File: src/rtl/uart_pkg.sv
// Shared definitions for the 7-bit UART receive path: character width,
// receiver state encoding and parity-sense constants.
package uart_pkg;

    localparam int DATA_W = 7;

    localparam logic PAR_EVEN = 1'b1;
    localparam logic PAR_ODD  = 1'b0;

    typedef enum logic [2:0] {
        IDLE   = 3'd0,
        START  = 3'd1,
        DATA   = 3'd2,
        PARITY = 3'd3,
        STOP   = 3'd4
    } rx_state_t;

    // True when the received parity bit disagrees with the selected sense.
    function automatic logic parity_mismatch(input logic [DATA_W-1:0] data,
                                             input logic              pbit,
                                             input logic              sense);
        logic expected_xor;
        case (sense)
            PAR_EVEN: expected_xor = 1'b0;
            PAR_ODD:  expected_xor = 1'b1;
            default:  expected_xor = 1'b1;
        endcase
        return (((^data) ^ pbit) != expected_xor);
    endfunction

endpackage

File: src/rtl/uart_rx_sync.sv
// Two-flop synchronizer for the asynchronous serial line plus a falling-edge
// detector; all flops reset to the idle-high line level.
module uart_rx_sync (
    input  logic clk,
    input  logic rst,
    input  logic rxd,
    output logic rxd_s,
    output logic fall
);

    logic r_meta;
    logic r_sync;
    logic r_prev;

    // Synchronizer chain and one-cycle history for edge detection.
    always_ff @(posedge clk or negedge rst) begin
        if (!rst) begin
            r_meta <= 1'b1;
            r_sync <= 1'b1;
            r_prev <= 1'b1;
        end else begin
            r_meta <= rxd;
            r_sync <= r_meta;
            r_prev <= r_sync;
        end
    end

    assign rxd_s = r_sync;
    assign fall  = r_prev & ~r_sync;

endmodule

File: src/rtl/uart_rx.sv
// Oversampling UART receiver for 7-bit characters with parity/framing flags.
// Build option: define UART_RX_PARITY_EN to include and check the parity bit.
module uart_rx
    import uart_pkg::*;
#(
    parameter int CLKS_PER_BIT = 16
) (
    input  logic              clk,
    input  logic              rst,
    input  logic              rxd,
    input  logic              p_s,
    output logic [DATA_W-1:0] din,
    output logic              valid,
    output logic              parity_err,
    output logic              frame_err,
    output logic              busy
);

    localparam int              CNT_W    = $clog2(CLKS_PER_BIT);
    localparam int              HALF     = CLKS_PER_BIT / 2;
    localparam logic [CNT_W-1:0] H_LAST  = CNT_W'(HALF - 1);
    localparam logic [CNT_W-1:0] N_LAST  = CNT_W'(CLKS_PER_BIT - 1);
    localparam logic [2:0]       IDX_LAST = 3'(DATA_W - 1);

    logic w_rxd_s;
    logic w_fall;

    uart_rx_sync u_sync (
        .clk   (clk),
        .rst   (rst),
        .rxd   (rxd),
        .rxd_s (w_rxd_s),
        .fall  (w_fall)
    );

    rx_state_t         r_state,  w_state_nxt;
    logic [CNT_W-1:0]  r_cnt,    w_cnt_nxt;
    logic [2:0]        r_idx,    w_idx_nxt;
    logic [DATA_W-1:0] r_shift,  w_shift_nxt;
    logic              r_wait_high, w_wait_nxt;
    logic [DATA_W-1:0] r_din,    w_din_nxt;
    logic              r_valid,  w_valid_nxt;
    logic              r_frame_err, w_ferr_nxt;
    logic              r_busy,   w_busy_nxt;
    logic              w_tick;

`ifdef UART_RX_PARITY_EN
    logic              r_psel,   w_psel_nxt;
    logic              r_perr,   w_perr_nxt;
    logic              r_parity_err, w_perr_out_nxt;
`else
    logic              w_unused_p_s;
    assign w_unused_p_s = p_s;
`endif

    assign w_tick = (r_cnt == ((r_state == START) ? H_LAST : N_LAST));

    // Next-state, sampling and output-strobe logic.
    always_comb begin
        w_state_nxt = r_state;
        w_cnt_nxt   = r_cnt;
        w_idx_nxt   = r_idx;
        w_shift_nxt = r_shift;
        w_wait_nxt  = r_wait_high;
        w_din_nxt   = r_din;
        w_valid_nxt = 1'b0;
        w_ferr_nxt  = 1'b0;
`ifdef UART_RX_PARITY_EN
        w_psel_nxt     = r_psel;
        w_perr_nxt     = r_perr;
        w_perr_out_nxt = 1'b0;
`endif
        case (r_state)
            IDLE: begin
                w_cnt_nxt = {CNT_W{1'b0}};
                w_idx_nxt = 3'd0;
                // After a break, the line must be seen high before re-arming.
                if (r_wait_high) begin
                    if (w_rxd_s) begin
                        w_wait_nxt = 1'b0;
                    end else begin
                        w_wait_nxt = 1'b1;
                    end
                end else if (w_fall) begin
                    w_state_nxt = START;
                end else begin
                    w_state_nxt = IDLE;
                end
            end
            START: begin
                if (w_tick) begin
                    w_cnt_nxt = {CNT_W{1'b0}};
                    if (!w_rxd_s) begin
                        w_state_nxt = DATA;
`ifdef UART_RX_PARITY_EN
                        w_psel_nxt  = p_s;
`endif
                    end else begin
                        w_state_nxt = IDLE;
                    end
                end else begin
                    w_cnt_nxt = r_cnt + {{(CNT_W-1){1'b0}}, 1'b1};
                end
            end
            DATA: begin
                if (w_tick) begin
                    w_cnt_nxt   = {CNT_W{1'b0}};
                    w_shift_nxt = {w_rxd_s, r_shift[DATA_W-1:1]};
                    if (r_idx == IDX_LAST) begin
                        w_idx_nxt = 3'd0;
`ifdef UART_RX_PARITY_EN
                        w_state_nxt = PARITY;
`else
                        w_state_nxt = STOP;
`endif
                    end else begin
                        w_idx_nxt = r_idx + 3'd1;
                    end
                end else begin
                    w_cnt_nxt = r_cnt + {{(CNT_W-1){1'b0}}, 1'b1};
                end
            end
            PARITY: begin
`ifdef UART_RX_PARITY_EN
                if (w_tick) begin
                    w_cnt_nxt   = {CNT_W{1'b0}};
                    w_perr_nxt  = parity_mismatch(r_shift, w_rxd_s, r_psel);
                    w_state_nxt = STOP;
                end else begin
                    w_cnt_nxt = r_cnt + {{(CNT_W-1){1'b0}}, 1'b1};
                end
`else
                w_state_nxt = IDLE;
`endif
            end
            STOP: begin
                if (w_tick) begin
                    w_cnt_nxt   = {CNT_W{1'b0}};
                    w_din_nxt   = r_shift;
                    w_valid_nxt = 1'b1;
                    w_ferr_nxt  = ~w_rxd_s;
                    w_wait_nxt  = ~w_rxd_s;
                    w_state_nxt = IDLE;
`ifdef UART_RX_PARITY_EN
                    w_perr_out_nxt = r_perr;
`endif
                end else begin
                    w_cnt_nxt = r_cnt + {{(CNT_W-1){1'b0}}, 1'b1};
                end
            end
            default: begin
                w_state_nxt = IDLE;
                w_cnt_nxt   = {CNT_W{1'b0}};
                w_idx_nxt   = 3'd0;
            end
        endcase
        // Busy stays up through the valid cycle and drops on the next edge.
        w_busy_nxt = (w_state_nxt != IDLE) | w_valid_nxt;
    end

    // State, datapath and registered outputs.
    always_ff @(posedge clk or negedge rst) begin
        if (!rst) begin
            r_state     <= IDLE;
            r_cnt       <= {CNT_W{1'b0}};
            r_idx       <= 3'd0;
            r_shift     <= {DATA_W{1'b0}};
            r_wait_high <= 1'b0;
            r_din       <= {DATA_W{1'b0}};
            r_valid     <= 1'b0;
            r_frame_err <= 1'b0;
            r_busy      <= 1'b0;
`ifdef UART_RX_PARITY_EN
            r_psel       <= PAR_EVEN;
            r_perr       <= 1'b0;
            r_parity_err <= 1'b0;
`endif
        end else begin
            r_state     <= w_state_nxt;
            r_cnt       <= w_cnt_nxt;
            r_idx       <= w_idx_nxt;
            r_shift     <= w_shift_nxt;
            r_wait_high <= w_wait_nxt;
            r_din       <= w_din_nxt;
            r_valid     <= w_valid_nxt;
            r_frame_err <= w_ferr_nxt;
            r_busy      <= w_busy_nxt;
`ifdef UART_RX_PARITY_EN
            r_psel       <= w_psel_nxt;
            r_perr       <= w_perr_nxt;
            r_parity_err <= w_perr_out_nxt;
`endif
        end
    end

    assign din       = r_din;
    assign valid     = r_valid;
    assign frame_err = r_frame_err;
    assign busy      = r_busy;
`ifdef UART_RX_PARITY_EN
    assign parity_err = r_parity_err;
`else
    assign parity_err = 1'b0;
`endif

endmodule

File: config.mk
export PLATFORM = sky130hd
export DESIGN_NAME = uart_rx
export DESIGN_NICKNAME = d
export VERILOG_FILES = /design/src/rtl/uart_pkg.sv /design/src/rtl/uart_rx_sync.sv /design/src/rtl/uart_rx.sv
export SDC_FILE = /design/constraint.sdc
export NUM_CORES = 1
export LEC_CHECK = 0
export CAP_MARGIN = 5
export CORE_UTILIZATION = 45
export CTS_BUF_LIST = sky130_fd_sc_hd__clkbuf_16
export DETAILED_ROUTE_END_ITERATION = 8
export DONT_BUFFER_PORTS = 1
export SYNTH_ARGS = -nofsm -noshare
export SYNTH_HDL_FRONTEND = slang
export SYNTH_SLANG_ARGS = --single-unit
File: constraint.sdc
create_clock -name clk -period 3.4 [get_ports clk]
set_input_delay 0.68 -clock clk [delete_from_list [all_inputs] [get_ports clk]]
set_output_delay 0.68 -clock clk [all_outputs]
set_load 0.005 [all_outputs]
==> results of run 1 <==
[worst max-delay path, delay by kind of cell, from the launching register on]
family | cells | cell delay (ns)
AND/OR/NAND/NOR | 2 | 0.89
flip-flops | 1 | 0.58
multiplexers | 1 | 0.39
[power groups by stage]
stage | combinational, mW | sequential (mW) | clock (mW)
final | 0.146 | 0.466 | 0.402
after floorplan | 0.159 | 0.429 | 0
after CTS | 0.145 | 0.465 | 0.419
after global routing | 0.169 | 0.475 | 0.436
after global placement | 0.138 | 0.468 | 0
after detailed placement | 0.144 | 0.471 | 0
[through the flow]
step	setup WS, ns	hold slack, ns	power, mW	cell area [um^2]
floorplan	1.769	0.3452	0.5879	1490
global placement	1.462	0.3476	0.6064	1478
detailed placement	1.430	0.3481	0.6156	1478
CTS	1.421	0.09317	1.029	1615
global route	1.356	0.08643	1.080	1615
finish	1.403	0.1027	1.015	1615
[final timing paths]
check	startpoint	to
setup reg to reg	r_state[2]$_DFF_PN0_	r_shift[6]$_DFFE_PN0P_
setup / recovery	r_state[2]$_DFF_PN0_	r_shift[6]$_DFFE_PN0P_
hold / removal	rst	r_cnt[2]$_DFFE_PN0N_
hold reg to reg	u_sync.r_meta$_DFF_PN1_	u_sync.rxd_s$_DFF_PN1_
max in group asynchronous	rst	u_sync.rxd_s$_DFF_PN1_
min in group clk	u_sync.r_meta$_DFF_PN1_	u_sync.rxd_s$_DFF_PN1_
[flip-flops by register name, summed over array words and instances, names as in the netlist]
name / flops
din: 7
u_sync.r_meta: 1
u_sync.rxd_s: 1
u_sync.r_prev: 1
valid: 1
r_wait_high: 1
r_state: 3
r_shift: 7
r_idx: 3
frame_err: 1
busy: 1
r_cnt: 4
[layer usage]
metal | vias up | wire length (um) | GRT usage (%) | part of all wire [%]
met3 | 7 | 74 | 5.895 | 2.9
met4 | 0 | 55 | 8.970 | 2.2
met1 | 478 | 1253 | 22.27 | 50
li1 | 460 | - | - | -
met2 | 17 | 1143 | 22.63 | 45
met5 | - | 0 | 0 | 0
[layout make-up]
cell class | instances | area (um^2)
tap | 44 | 55.05
fill | 294 | 1488
clock inverter | 3 | 12.51
multi-input combinational | 86 | 631.9
inverter | 3 | 11.26
clock buffer | 5 | 125.1
sequential | 31 | 779.5
[cells by family after synthesis]
kind of cell | synth area share (%)
xor gates and xnor gates | 2.351
DFF | 52.31
AOI/OAI and AO/OA | 11.92
other | 0.2516
adders and majority gates | 0.8395
buffers and inverters | 5.289
and+or+nand+nor | 14.69
muxes | 12.34
[synth_stat cells, types with 2 or more instances]
| library cell | n |
|---|---|
| a21o_1 | 2 |
| a21oi_1 | 7 |
| a31oi_1 | 2 |
| and3_1 | 2 |
| buf_2 | 3 |
| buf_6 | 3 |
| clkbuf_1 | 3 |
| dfrtp_1 | 28 |
| dfstp_2 | 3 |
| inv_1 | 3 |
| mux2_2 | 7 |
| mux2_4 | 7 |
| nand2_1 | 10 |
| nand3_1 | 4 |
| nor2_1 | 5 |
| nor2b_1 | 2 |
| nor3_1 | 3 |
| nor3b_1 | 2 |
| o21ai_0 | 5 |
| o22ai_1 | 2 |
| or3_1 | 2 |
| or4_1 | 2 |
| xor2_1 | 3 |
[cells in the final DEF, fill, tap and decap left out, types with 2 or more instances in the layout]
master / Yosys / routed
dfstp_2: 3 / 3
o22ai_1: 2 / 2
xor2_1: 3 / 3
inv_1: 3 / 4
nor3b_1: 2 / 2
nor2b_1: 2 / 2
a21oi_1: 7 / 7
o21ai_0: 5 / 5
and3_1: 2 / 2
a31oi_1: 2 / 2
nand2_1: 10 / 10
or3_1: 2 / 2
nor2_1: 5 / 5
nand3_1: 4 / 4
mux2_4: 7 / 7
a21o_1: 2 / 2
dfrtp_1: 28 / 28
or4_1: 2 / 2
nor3_1: 3 / 3
mux2_2: 7 / 7
clkbuf_16: 0 / 5
==> impl_metrics.tcl, run 1 <==
set metrics [dict create \
    outcome "completed" \
    drt_iter0_drc 22 \
    synthTopCellsByArea "dfrtp_1 (47%), mux2_4 (7.1%), dfstp_2 (5.3%)" \
    drc_errors 0 \
    root_buffer "clkbuf_16" \
    crit_required_ns 3.55 \
    syn_nets 135 \
    startpoint_type "register" \
    finalNonFillerCells 172 \
    placed_cells 164 \
    synth_enable_flop_cells 0 \
    layout_min_cycle_time_ns 1.997 \
    synth-seq-area-share_pct 52.31 \
    clk_latency_ns 0.27 \
    syn2layout_area_growth_pct 8.396 \
    start_util_pct 48.02 \
    ioPinCount 15 \
    gp_congestion 0.7483 \
    fin_skew_ns 0.005977 \
    syn-cell-area_um2 1490 \
    ys.flop_type "dfrtp_1" \
    globalRouteOverflowTotal 0 \
    cts_hold_buf 0 \
    leakage_nw 0.7651 \
    switching_share_pct 27.73 \
    synth_top_area_share_pct 47.02 \
    num_antenna_cells 0 \
    yosysUniqueCellTypes 43 \
    track_usage_pct 16.40 \
    tns_ns 0 \
    combPwrFrac_pct 14.4 \
    clkPwrFrac_pct 39.6 \
    hold_viol 0 \
    worstPathCellList "nand2b_4, or3_1, mux2_4" \
    worst_path_largest_cell_delay_ns 0.62 \
    rsz0062_at_grt "no" \
    io_buffers 0 \
    yosysTopAreaCell "dfrtp_1" \
    numCtsBuffers 5 \
    ys_warn_count 0 \
    vias_per_cell 5.593 \
    ys_async_sr_fraction_pct 100.0 \
    grt_pass1_wl_um 4133 \
    h-tree-depth 2 \
    rr_worst_depth 3 \
    wl_per_cell_um 14.69 \
    finalCritPeriodShare_pct 58.75 \
    power.switching_mw 0.2813 \
    cp-end-kind "register" \
    vias 962 \
    clock.fmax_ghz 0.5007 \
    antenna_found_initial 0 \
    r2r_slack_ns 1.40 \
    dp_hpwl_um 1625 \
    pwr_density_cell_nw_per_um2 628.1 \
    finalSetupViolCount 0 \
    cts.sinks 31 \
    coreArea_um2 3103 \
    netlist_instances 130 \
    syn_avg_cell_area_um2 11.46 \
    cts_tree "done" \
    fin_nets 132 \
    pwr-share-seq_pct 46.0 \
    crit_type "register to register" \
    max_cap_violations 0 \
    clockBufferDepth 2 \
    hold_class "input pin to async pin" \
    drive_above_1_share_pct 20.31 \
    post_cts_resized 0 \
    cpMaxStageDelayCell "or3_1" \
    drt-total-wl_um 2526 \
    grt_pass1_vias 895 \
    worst-path-max-fanout 17 \
    dr.pass1.iters 4 \
    maxSlewViolCount 0 \
    antenna_left 0 \
    arrival_ns 2.14 \
    utilization_pct 52.06 \
    p_int_mw 0.7332 \
    post_cts_buffers 0 \
    tightestPinTransition_ns 0.5773 \
    clkSlewWorstSetupHoldPaths_ns 0.05 \
    grt_max_degree 32 \
    ys_ff_latch 31 \
    die_x_um 59.55 \
    die_area_um2 3546 \
    die_h_um 59.55 \
    num_rows 20 \
    relSlewSlack_pct 61.51 \
    ir_drop_v 0.0003151 \
]
No activity file was read; power rests on OpenSTA's default activity.
==> inputs of run 2 (changes only) <==
==> constraint.sdc (replaced) <==
create_clock -name clk -period 1.74 [get_ports clk]
set_input_delay 0.348 -clock clk [delete_from_list [all_inputs] [get_ports clk]]
set_output_delay 0.348 -clock clk [all_outputs]
set_load 0.005 [all_outputs]
==> impl_metrics.tcl, run 2 (synthesis gave the netlist of run 1 again) <==
set metrics [dict create \
    outcome "completed" \
    arrival_ns 1.80 \
    start_util_pct 48.02 \
    finalSetupViolCount 0 \
    crit_required_ns 1.89 \
    seq_area_um2 780.7 \
    track_usage_pct 18.04 \
    dr.pass1.iters 4 \
    numCtsBuffers 5 \
    vias_per_cell 5.538 \
    maxSlewViolCount 0 \
    die_x_um 59.55 \
    total_power_mw 2.139 \
    h-tree-depth 2 \
    die_h_um 59.55 \
    clock.fmax_ghz 0.6061 \
    clkSlewWorstSetupHoldPaths_ns 0.05 \
    worstPathCellList "ha_1, nand3_1, or3_1, buf_4, mux2_4" \
    gp_congestion 0.7845 \
    startpoint_type "register" \
    leakage_nw 0.8277 \
    layout_min_cycle_time_ns 1.650 \
    drive_above_1_share_pct 28.17 \
    globalRouteOverflowTotal 0 \
    finalCritPeriodShare_pct 94.82 \
    cts_tree "done" \
    most-common-layout-cells "dfrtp_1 (27), buf_4 (12), nand2_1 (10)" \
    grt_pass1_vias 1020 \
    num_rows 20 \
    vias 1030 \
    crit_type "register to register" \
    tns_ns 0 \
    multi_input_area_um2 631.9 \
    placed_cells 175 \
    grt_pass1_wl_um 4657 \
    wl_per_cell_um 14.94 \
    io_buffers 0 \
    syn2layout_area_growth_pct 16.71 \
    cp-end-kind "register" \
    clk_latency_ns 0.27 \
    root_buffer "clkbuf_16" \
    num_antenna_cells 0 \
    pwr_density_cell_nw_per_um2 1230 \
    r2r_slack_ns 0.09 \
    fillers 287 \
    max_cap_violations 0 \
    drt-total-wl_um 2779 \
    drt_iter0_drc 35 \
    die_area_um2 3546 \
    antenna_left 0 \
    mostFrequentLayoutCell "dfrtp_1" \
    grt_max_degree 32 \
    worst-path-max-fanout 6 \
    cpMaxStageDelayCell "dfrtp_1" \
    clockBufferDepth 2 \
    antenna_found_initial 0 \
    ioPinCount 15 \
    drc_errors 0 \
    cpLargestDelayFamily "simple AND/OR/NAND/NOR gates" \
    rsz0062_at_grt "no" \
    fin_nets 146 \
    worst_path_largest_cell_delay_ns 0.37 \
    cts.sinks 31 \
    hold_viol 0 \
    fin_skew_ns 0.004364 \
    dp_hpwl_um 1741 \
    ir_drop_v 0.0006123 \
    cp_num_buf_inv 1 \
    finalNonFillerCells 186 \
    coreArea_um2 3103 \
    hold_class "input pin to register" \
]
## run 2: changes by cell type in the layout (fill, tap and decap cells not counted), sizes merged
| cell | before | now |
|---|---|---|
| buf | 0 | 13 |
| clkinvlp | 0 | 1 |
| dlygate4sd3 | 0 | 1 |
| inv | 4 | 3 |
## run 2: final timing paths
kind | start | endpoint | depth (start not counted)
setup reg to reg | r_cnt[1]$_DFFE_PN0N_ | r_shift[1]$_DFFE_PN0P_ | 5
hold reg to reg | u_sync.r_meta$_DFF_PN1_ | u_sync.rxd_s$_DFF_PN1_ | 0
max in group asynchronous | rst | u_sync.r_prev$_DFF_PN1_ | 2
hold / removal | rxd | u_sync.r_meta$_DFF_PN1_ | 0
min in group asynchronous | rst | busy$_DFF_PN0_ | 2
setup / recovery | r_cnt[1]$_DFFE_PN0N_ | r_shift[1]$_DFFE_PN0P_ | 5
## run 2: where the power goes
part / internal (mW) / total [mW] / switching [mW]
combinational: 0.208 / 0.443 / 0.235
clock: 0.518 / 0.819 / 0.300
sequential: 0.792 / 0.878 / 0.0855
## run 2: layer usage
metal | routed length (um) | GRT usage, %
met1 | 1331 | 23.41
met3 | 92 | 3.930
met4 | 43 | 7.973
met5 | 0 | 0
met2 | 1313 | 28.89
## run 2: cell type report
cell class | count | area share [%]
clock buffers | 5 | 7.194
clock inverters | 3 | 0.8633
inverters | 3 | 0.6475
multi-input cells | 86 | 36.33
flip-flops and latches | 31 | 44.89
well taps | 44 | 3.165
repair buffers | 14 | 6.906
## run 2: per-stage QoR
stage | hold slack, ns | worst slack (ns) | util (%) | instance area [um^2]
6_report | 0.07057 | 0.09018 | 56.05 | 1739
5_1_grt | 0.06492 | 0.01672 | 56.05 | 1739
4_1_cts | 0.06838 | 0.06342 | 55.77 | 1730
3_5_place_dp | 0.05344 | 0.09218 | 50.28 | 1560
3_3_place_gp | 0.05335 | 0.08070 | 50.28 | 1560
2_1_floorplan | 0.05241 | 0.1087 | - | 1490
## run 2: repair_timing
item,CTS,global route
hold endpoints to repair,31,0
hold buffers,2,0
setup buffers,0,1
resized for setup,0,1
endpoints found under the setup margin,0,6
## run 2: worst reg2reg max path, cell delays in order, from the launching register on
cell and delay (ns):
dfrtp_1 0.37, ha_1 0.19, nand3_1 0.12, or3_1 0.36
buf_4 0.19, mux2_4 0.30
